--- src/rtl/coffee_pkg.sv ---
// Brewer state codes shared by the brewer FSM and the order scheduler,
// plus the scheduler's own state encoding.
package coffee_pkg;

    localparam logic [3:0] IDLE       = 4'd1;
    localparam logic [3:0] LIGAR      = 4'd2;
    localparam logic [3:0] VERIF_AGUA = 4'd3;
    localparam logic [3:0] ENCHER     = 4'd4;
    localparam logic [3:0] MOER       = 4'd5;
    localparam logic [3:0] FILTRO     = 4'd6;
    localparam logic [3:0] AGITADOR   = 4'd7;
    localparam logic [3:0] TAMPEAR    = 4'd8;
    localparam logic [3:0] EXTRACAO   = 4'd9;

    typedef enum logic [2:0] {
        S_IDLE      = 3'd0,
        S_START     = 3'd1,
        S_WAIT_BUSY = 3'd2,
        S_WAIT_DONE = 3'd3,
        S_DONE      = 3'd4
    } sched_state_t;

endpackage

--- src/rtl/cafe_order_scheduler_if.sv ---
// Order-side and brewer-side signals of the cafe order scheduler.
// master drives requests and the brewer state; slave is the scheduler.
interface cafe_order_scheduler_if #(
    parameter int N_REQ = 4,
    parameter int CNT_W = 8
);
    logic [N_REQ-1:0] req;
    logic [N_REQ-1:0] grant;
    logic [N_REQ-1:0] done;
    logic             brew_start;
    logic [3:0]       brew_state;
    logic             busy;
    logic             error;
    logic [CNT_W-1:0] cups_served;

    modport master (
        output req, brew_state,
        input  grant, done, brew_start, busy, error, cups_served
    );

    modport slave (
        input  req, brew_state,
        output grant, done, brew_start, busy, error, cups_served
    );
endinterface

--- src/rtl/rr_arbiter.sv ---
// Combinational round-robin pick: first set request at or above i_ptr, wrapping.
// The pointer itself is owned by the caller.
module rr_arbiter #(
    parameter int N_REQ = 4,
    parameter int IDX_W = $clog2(N_REQ)
) (
    input  logic [N_REQ-1:0] i_req,
    input  logic [IDX_W-1:0] i_ptr,
    output logic [N_REQ-1:0] o_grant,
    output logic [IDX_W-1:0] o_idx,
    output logic             o_valid
);

    logic [IDX_W-1:0] w_k;

    // Scan from the farthest offset down so the nearest hit is written last.
    always_comb begin
        o_grant = '0;
        o_idx   = '0;
        o_valid = 1'b0;
        w_k     = '0;
        for (int i = N_REQ - 1; i >= 0; i--) begin
            w_k = IDX_W'((int'(i_ptr) + i) % N_REQ);
            if (i_req[w_k]) begin
                o_idx   = w_k;
                o_valid = 1'b1;
            end
        end
        if (o_valid) o_grant[o_idx] = 1'b1;
    end

endmodule

--- src/rtl/cafe_order_scheduler.sv ---
// Shares one brewer FSM among N_REQ order sources: round-robin grant, start pulse,
// follows the brewer's state codes to completion, and flags hangs with watchdogs.
module cafe_order_scheduler
    import coffee_pkg::*;
#(
    parameter int N_REQ         = 4,
    parameter int START_TIMEOUT = 8,
    parameter int BREW_TIMEOUT  = 64,
    parameter int CNT_W         = 8
) (
    input  logic                  clk,
    input  logic                  rst,
    cafe_order_scheduler_if.slave bus
);

    localparam int IDX_W = $clog2(N_REQ);
    localparam int TMAX  = (START_TIMEOUT > BREW_TIMEOUT) ? START_TIMEOUT : BREW_TIMEOUT;
    localparam int TMR_W = $clog2(TMAX + 1);

    sched_state_t     r_state, w_next;
    logic [N_REQ-1:0] r_grant;
    logic [IDX_W-1:0] r_grant_idx;
    logic [IDX_W-1:0] r_rr_ptr;
    logic [TMR_W-1:0] r_timer;
    logic             r_saw_extr;
    logic             r_error;
    logic [CNT_W-1:0] r_cups;

    logic [N_REQ-1:0] w_arb_grant;
    logic [IDX_W-1:0] w_arb_idx;
    logic             w_arb_valid;
    logic [IDX_W-1:0] w_next_ptr;

    logic w_accept, w_ld_start, w_ld_brew, w_tick;
    logic w_set_err, w_set_saw, w_release, w_serve;

    rr_arbiter #(
        .N_REQ (N_REQ),
        .IDX_W (IDX_W)
    ) u_arb (
        .i_req   (bus.req),
        .i_ptr   (r_rr_ptr),
        .o_grant (w_arb_grant),
        .o_idx   (w_arb_idx),
        .o_valid (w_arb_valid)
    );

    assign w_next_ptr = (r_grant_idx == IDX_W'(N_REQ - 1)) ? '0 : r_grant_idx + 1'b1;

    always_ff @(posedge clk) begin
        if (rst) r_state <= S_IDLE;
        else     r_state <= w_next;
    end

    always_comb begin
        w_next         = r_state;
        w_accept       = 1'b0;
        w_ld_start     = 1'b0;
        w_ld_brew      = 1'b0;
        w_tick         = 1'b0;
        w_set_err      = 1'b0;
        w_set_saw      = 1'b0;
        w_release      = 1'b0;
        w_serve        = 1'b0;
        bus.brew_start = 1'b0;
        bus.busy       = (r_state != S_IDLE);
        bus.done       = '0;
        unique case (r_state)
            S_IDLE: begin
                if (w_arb_valid) begin
                    w_accept = 1'b1;
                    w_next   = S_START;
                end
            end
            S_START: begin
                bus.brew_start = 1'b1;
                w_ld_start     = 1'b1;
                w_next         = S_WAIT_BUSY;
            end
            S_WAIT_BUSY: begin
                // Any code other than IDLE, including unknown ones, counts as started.
                if (bus.brew_state != IDLE) begin
                    w_ld_brew = 1'b1;
                    w_next    = S_WAIT_DONE;
                end else if (r_timer <= TMR_W'(1)) begin
                    w_set_err = 1'b1;
                    w_release = 1'b1;
                    w_next    = S_IDLE;
                end else begin
                    w_tick = 1'b1;
                end
            end
            S_WAIT_DONE: begin
                if (bus.brew_state == EXTRACAO) w_set_saw = 1'b1;
                // An early return to IDLE still ends the cup, but is flagged.
                if (bus.brew_state == IDLE) begin
                    w_set_err = !r_saw_extr;
                    w_next    = S_DONE;
                end else if (r_timer <= TMR_W'(1)) begin
                    w_set_err = 1'b1;
                    w_release = 1'b1;
                    w_next    = S_IDLE;
                end else begin
                    w_tick = 1'b1;
                end
            end
            S_DONE: begin
                bus.done  = r_grant;
                w_serve   = 1'b1;
                w_release = 1'b1;
                w_next    = S_IDLE;
            end
            default: w_next = S_IDLE;
        endcase
    end

    always_ff @(posedge clk) begin
        if (rst) begin
            r_grant     <= '0;
            r_grant_idx <= '0;
            r_rr_ptr    <= '0;
            r_timer     <= '0;
            r_saw_extr  <= 1'b0;
            r_error     <= 1'b0;
            r_cups      <= '0;
        end else begin
            if (w_accept) begin
                r_grant     <= w_arb_grant;
                r_grant_idx <= w_arb_idx;
            end
            if (w_release) begin
                r_grant  <= '0;
                r_rr_ptr <= w_next_ptr;
            end
            if (w_ld_start)     r_timer <= TMR_W'(START_TIMEOUT);
            else if (w_ld_brew) r_timer <= TMR_W'(BREW_TIMEOUT);
            else if (w_tick)    r_timer <= r_timer - 1'b1;
            if (w_ld_brew)      r_saw_extr <= 1'b0;
            else if (w_set_saw) r_saw_extr <= 1'b1;
            if (w_set_err) r_error <= 1'b1;
            if (w_serve && (r_cups != '1)) r_cups <= r_cups + 1'b1;
        end
    end

    assign bus.grant       = r_grant;
    assign bus.error       = r_error;
    assign bus.cups_served = r_cups;

endmodule

--- src/flat_wrapper.sv ---
// flat-port wrapper written by rule: the top's interface ports become plain ports
module cafe_order_scheduler_flat import coffee_pkg::*;
#(
    parameter int N_REQ         = 4,
    parameter int START_TIMEOUT = 8,
    parameter int BREW_TIMEOUT  = 64,
    parameter int CNT_W         = 8
)
  (clk, rst, bus_req, bus_brew_state, bus_grant, bus_done, bus_brew_start, bus_busy, bus_error, bus_cups_served);
  cafe_order_scheduler_if #(.N_REQ(N_REQ), .CNT_W(CNT_W)) bus_i ();
  input  logic clk;
  input  logic rst;
  input wire logic [$bits(bus_i.req)-1:0] bus_req;
  input wire logic [$bits(bus_i.brew_state)-1:0] bus_brew_state;
  output wire logic [$bits(bus_i.grant)-1:0] bus_grant;
  output wire logic [$bits(bus_i.done)-1:0] bus_done;
  output wire logic [$bits(bus_i.brew_start)-1:0] bus_brew_start;
  output wire logic [$bits(bus_i.busy)-1:0] bus_busy;
  output wire logic [$bits(bus_i.error)-1:0] bus_error;
  output wire logic [$bits(bus_i.cups_served)-1:0] bus_cups_served;
  assign bus_i.req = bus_req;
  assign bus_i.brew_state = bus_brew_state;
  assign bus_grant = bus_i.grant;
  assign bus_done = bus_i.done;
  assign bus_brew_start = bus_i.brew_start;
  assign bus_busy = bus_i.busy;
  assign bus_error = bus_i.error;
  assign bus_cups_served = bus_i.cups_served;
  cafe_order_scheduler #(.N_REQ(N_REQ), .START_TIMEOUT(START_TIMEOUT), .BREW_TIMEOUT(BREW_TIMEOUT), .CNT_W(CNT_W)) u_core (.clk(clk), .rst(rst), .bus(bus_i));
endmodule
--- config.mk ---
export PLATFORM = sky130hd
export DESIGN_NAME = cafe_order_scheduler_flat
export DESIGN_NICKNAME = d
export VERILOG_FILES = /design/src/rtl/coffee_pkg.sv /design/src/rtl/cafe_order_scheduler_if.sv /design/src/rtl/rr_arbiter.sv /design/src/rtl/cafe_order_scheduler.sv /design/src/flat_wrapper.sv
export SDC_FILE = /design/constraint.sdc
export NUM_CORES = 1
export LEC_CHECK = 0
export ABC_AREA = 1
export CAP_MARGIN = 20
export CELL_PAD_IN_SITES_DETAIL_PLACEMENT = 0
export CELL_PAD_IN_SITES_GLOBAL_PLACEMENT = 1
export CORE_ASPECT_RATIO = 1.25
export CORE_UTILIZATION = 36
export DETAILED_ROUTE_END_ITERATION = 10
export PLACE_DENSITY = 0.82
export SLEW_MARGIN = 20
export SYNTH_ARGS = -nofsm -noshare
export SYNTH_HDL_FRONTEND = slang
export SYNTH_SLANG_ARGS = --single-unit
--- constraint.sdc ---
create_clock -name clk -period 1.6 [get_ports clk]
set_input_delay 0.32 -clock clk [delete_from_list [all_inputs] [get_ports clk]]
set_output_delay 0.32 -clock clk [all_outputs]
set_load 0.05 [all_outputs]
==> summary.md <==
| Metric | Value |
|---|---|
| Final Skew | `0.00316 ns` |
| Die ar. | `0.00470 mm2` |
| Worst-Margin Slew | `0.304 ns` |
| Leakage power | `1.11 nW` |
| Final worst setup slack | `0.0777 ns` |
| EDFF count, synth | `0` |
| Final hold violations | `0` |
| Initial core utilization | `38.3%` |
| Syn Inst Count | `242` |
| Clock Tree Buf Depth | `2` |
| CTS tree | `yes` |
| Distinct cells, synth | `34` |
| WP buf/inv | `2` |
| Detailed Place HPWL | `2.83 mm` |
| Number of CTS-inserted buffers | `3` |
| Final min period | `1.52 ns` |
| Share of flip-flops with an asynchronous set or reset after synthesis | `0%` |
| R2R setup slack | `0.15 ns` |
| Area growth, synth to finish | `51.6%` |
| Primary FF master, synth | `dfxtp_1` |
| Critical path's slowest cell | `dfxtp_2` |
| Layout cell share with drive strength beyond 1 | `29.3%` |
| First-pass GRT wire length | `6.29 mm` |
| Core area | `0.00416 mm2` |
| Worst-Skew Late Latency | `0.28 ns` |
| Vias per cell | `4.61` |
| CP Max Fanout | `5` |
| Hold depth | `2` |
| Power Dens Cells | `869 mW/mm2` |
| Synth cell count leaders | `58 x nand2_1, 41 x inv_1, 34 x nor2_1, 28 x dfxtp_1, 13 x nand3_1` |
| Crit share post-route | `95.1%` |
| Post-route ant nets | `0` |
| DRT iter0 DRCs | `27` |
| Max-Slew Margin vs Limit | `79.7%` |
| Multi-input gate area | `981 um2` |
| Clock slew at reported path FFs | `0.09 ns` |
| Overflow after GRT | `0` |
| RSZ-0062 raised after global routing | `false` |
| Finished layout cell area | `0.00241 mm2` |
| Hold_sp | `u_core.r_grant_idx[1]` |
| Syn_nets | `256` |
| Sequential cell area | `571 um2` |
| Max Cap Violations | `0` |
| Wire per inst | `10.5 um` |
| CP most frequent cell | `nor2_4` |
| Tot GR Track Use | `17.1%` |
| Die Y | `76.4 um` |
| Crit-path cells | `nor2_4 > nand2_2 > buf_6 > nor2_4 > buf_12` |
| Die Wd | `61.5 um` |
| Pin count of the biggest net entering global routing | `16` |
| Max rail drop VDD | `0.607 mV` |
| Antenna diodes | `0` |
| Status | `complete, no violations` |
| Critical Path Max Stage Delay | `0.37 ns` |
| CTS Sinks | `28` |
| Synth area leader | `dfxtp_1` |
| Mapped Area | `0.00159 mm2` |
| Most numerous cell in the Yosys netlist | `nand2_1` |
| I/O pin count | `29` |
| DR top layer | `met4` |
| Vias after detailed routing | `1613` |
| Final setup viols | `0` |
| Synth area leaders | `dfxtp_1 35%, nand2_1 14%, inv_1 9.7%` |
| Dpl ws | `-0.247 ns` |
| Hold Crit Class | `reg -> reg` |
| Area after DPL | `0.00221 mm2` |
| Crit path DAT | `1.20 ns` |
| Reg-to-Reg Start | `u_core.r_timer[0]` |
| Metal3 WL | `92 um` |
| Max Slew Vio Count | `0` |
| Max Clk Rate | `657 MHz` |
| Yosys reg bits | `28` |
| Yosys warnings | `0` |
| Reg-to-Reg End | `u_core.r_timer[4]` |
| Register area share after synthesis | `35.2%` |
| Syn Area/Cell | `6.58 um2` |
| Worst reg-to-reg path cell count | `9` |
| Residual DRC | `0` |
| Critical Path RT | `1.28 ns` |
| Critical path type | `reg -> out` |
| Final nets | `309` |
| # rows | `26` |
| Hold Path End | `u_core.r_grant_idx[1]` |
| Yosys top cell area share | `35.2%` |
| Final Wtd Congestion | `0.805` |
| Initial antenna violation count | `0` |
| DRT Pass-1 Iters | `4` |
| Type of origin of the critical path | `flop` |
| Vias in the first global route | `1553` |
| H-tree Lvls | `1` |
| Met2 Wirelength | `1.92 mm` |
| CP delay by family, top | `flip-flops` |
| Layout filler cell count | `435` |
| Post-Route M1 WL | `1.61 mm` |
| CTS Root Cell | `clkbuf_8` |
| Port Buffers | `28` |
| Setup crit end kind | `output port` |
| Final wirelength | `3.67 mm` |
[cell families after synthesis]
logic type | synth area share [%]
compound gates | 11.6
xor+xnor | 2.20
fa+ha+maj | 3.14
buf+inv | 11.2
flops | 35.2
simple gates | 36.7
[worst min-delay path, stage by stage, from the launching register on]
cell and delay, ns:
dfxtp_1 0.33, nand2_1 0.06, a21oi_1 0.05
[registers in the layout, indices dropped and copies added (netlist names)]
| register | cells |
|---|---|
| u_core.bus.cups_served | 8 |
| u_core.r_timer | 7 |
| u_core.bus.grant | 4 |
| u_core.r_state | 3 |
| u_core.r_grant_idx | 2 |
| u_core.r_rr_ptr | 2 |
| u_core.bus.error | 1 |
| u_core.r_saw_extr | 1 |
[cell type report]
class,count,area share (%)
clock buffers,4,2.28
inverters,43,6.89
multi-input cells,170,40.6
flip-flops and latches,28,23.6
well taps,56,2.90
repair buffers,49,23.7
[placed cells by master, fill, tap and decap left out, types with 3 or more instances in the layout]
cell and instances:
inv_1 40, o21ai_0 11, ha_1 4, nor2_4 6
nor3_1 5, clkdlybuf4s50_1 8, buf_4 25, dfxtp_2 5
nand2_2 8, a21oi_1 10, nand2_4 4, nor2_1 25
xor2_1 3, nand3_1 13, nor2_2 5, buf_12 14
dfxtp_1 22, a31oi_1 3, clkbuf_8 4, nand2_1 51
[where the power goes]
part | total, mW | switching (mW) | internal [mW]
registers | 0.818 | 0.0557 | 0.762
clock network | 0.444 | 0.224 | 0.221
logic | 0.837 | 0.515 | 0.322
total | 2.10 | 0.794 | 1.30
[layer usage]
layer | track usage (%) | vias to the layer above
met5 | 0 | -
met4 | 6.00 | 0
met3 | 2.21 | 4
met2 | 31.4 | 19
met1 | 19.1 | 729
li1 | - | 861
[worst max-delay path by stage]
stage	from	endpoint	slack (ns)	depth (start not counted)
floorplan	u_core.bus.cups_served[4]	u_core.bus.cups_served[5]	0.05	9
global placement	bus_brew_state[0]	u_core.r_rr_ptr[1]	-0.21	11
detailed placement	bus_brew_state[0]	u_core.r_timer[3]	-0.25	8
CTS	u_core.r_state[1]	bus_done[2]	0.008	5
global route	u_core.r_state[0]	bus_done[0]	0.003	5
finish	u_core.r_state[1]	bus_done[0]	0.08	5
[what timing repair did]
item	in CTS	in global routing
buffers inserted	1	3
endpoints found under the hold margin	0	0
setup endpoints to repair	4	20
cloned	0	1
pin swaps	0	9
gates resized for setup	7	29
hold buffers	0	0
[per-stage QoR]
step | setup TNS [ns] | hold slack [ns] | util [%] | instances | power (mW)
5_1_grt | 0 | 0.499 | 58.0 | 350 | 2.24
4_1_cts | 0 | 0.487 | 55.1 | 346 | 2.07
3_3_place_gp | -2.64 | 0.464 | 53.0 | 341 | 1.61
2_1_floorplan | 0 | 0.396 | - | 242 | 1.35
3_5_place_dp | -3.14 | 0.474 | 53.0 | 341 | 1.61
6_report | 0 | 0.480 | 58.0 | 350 | 2.10
Power figures use the tool's default switching activity.
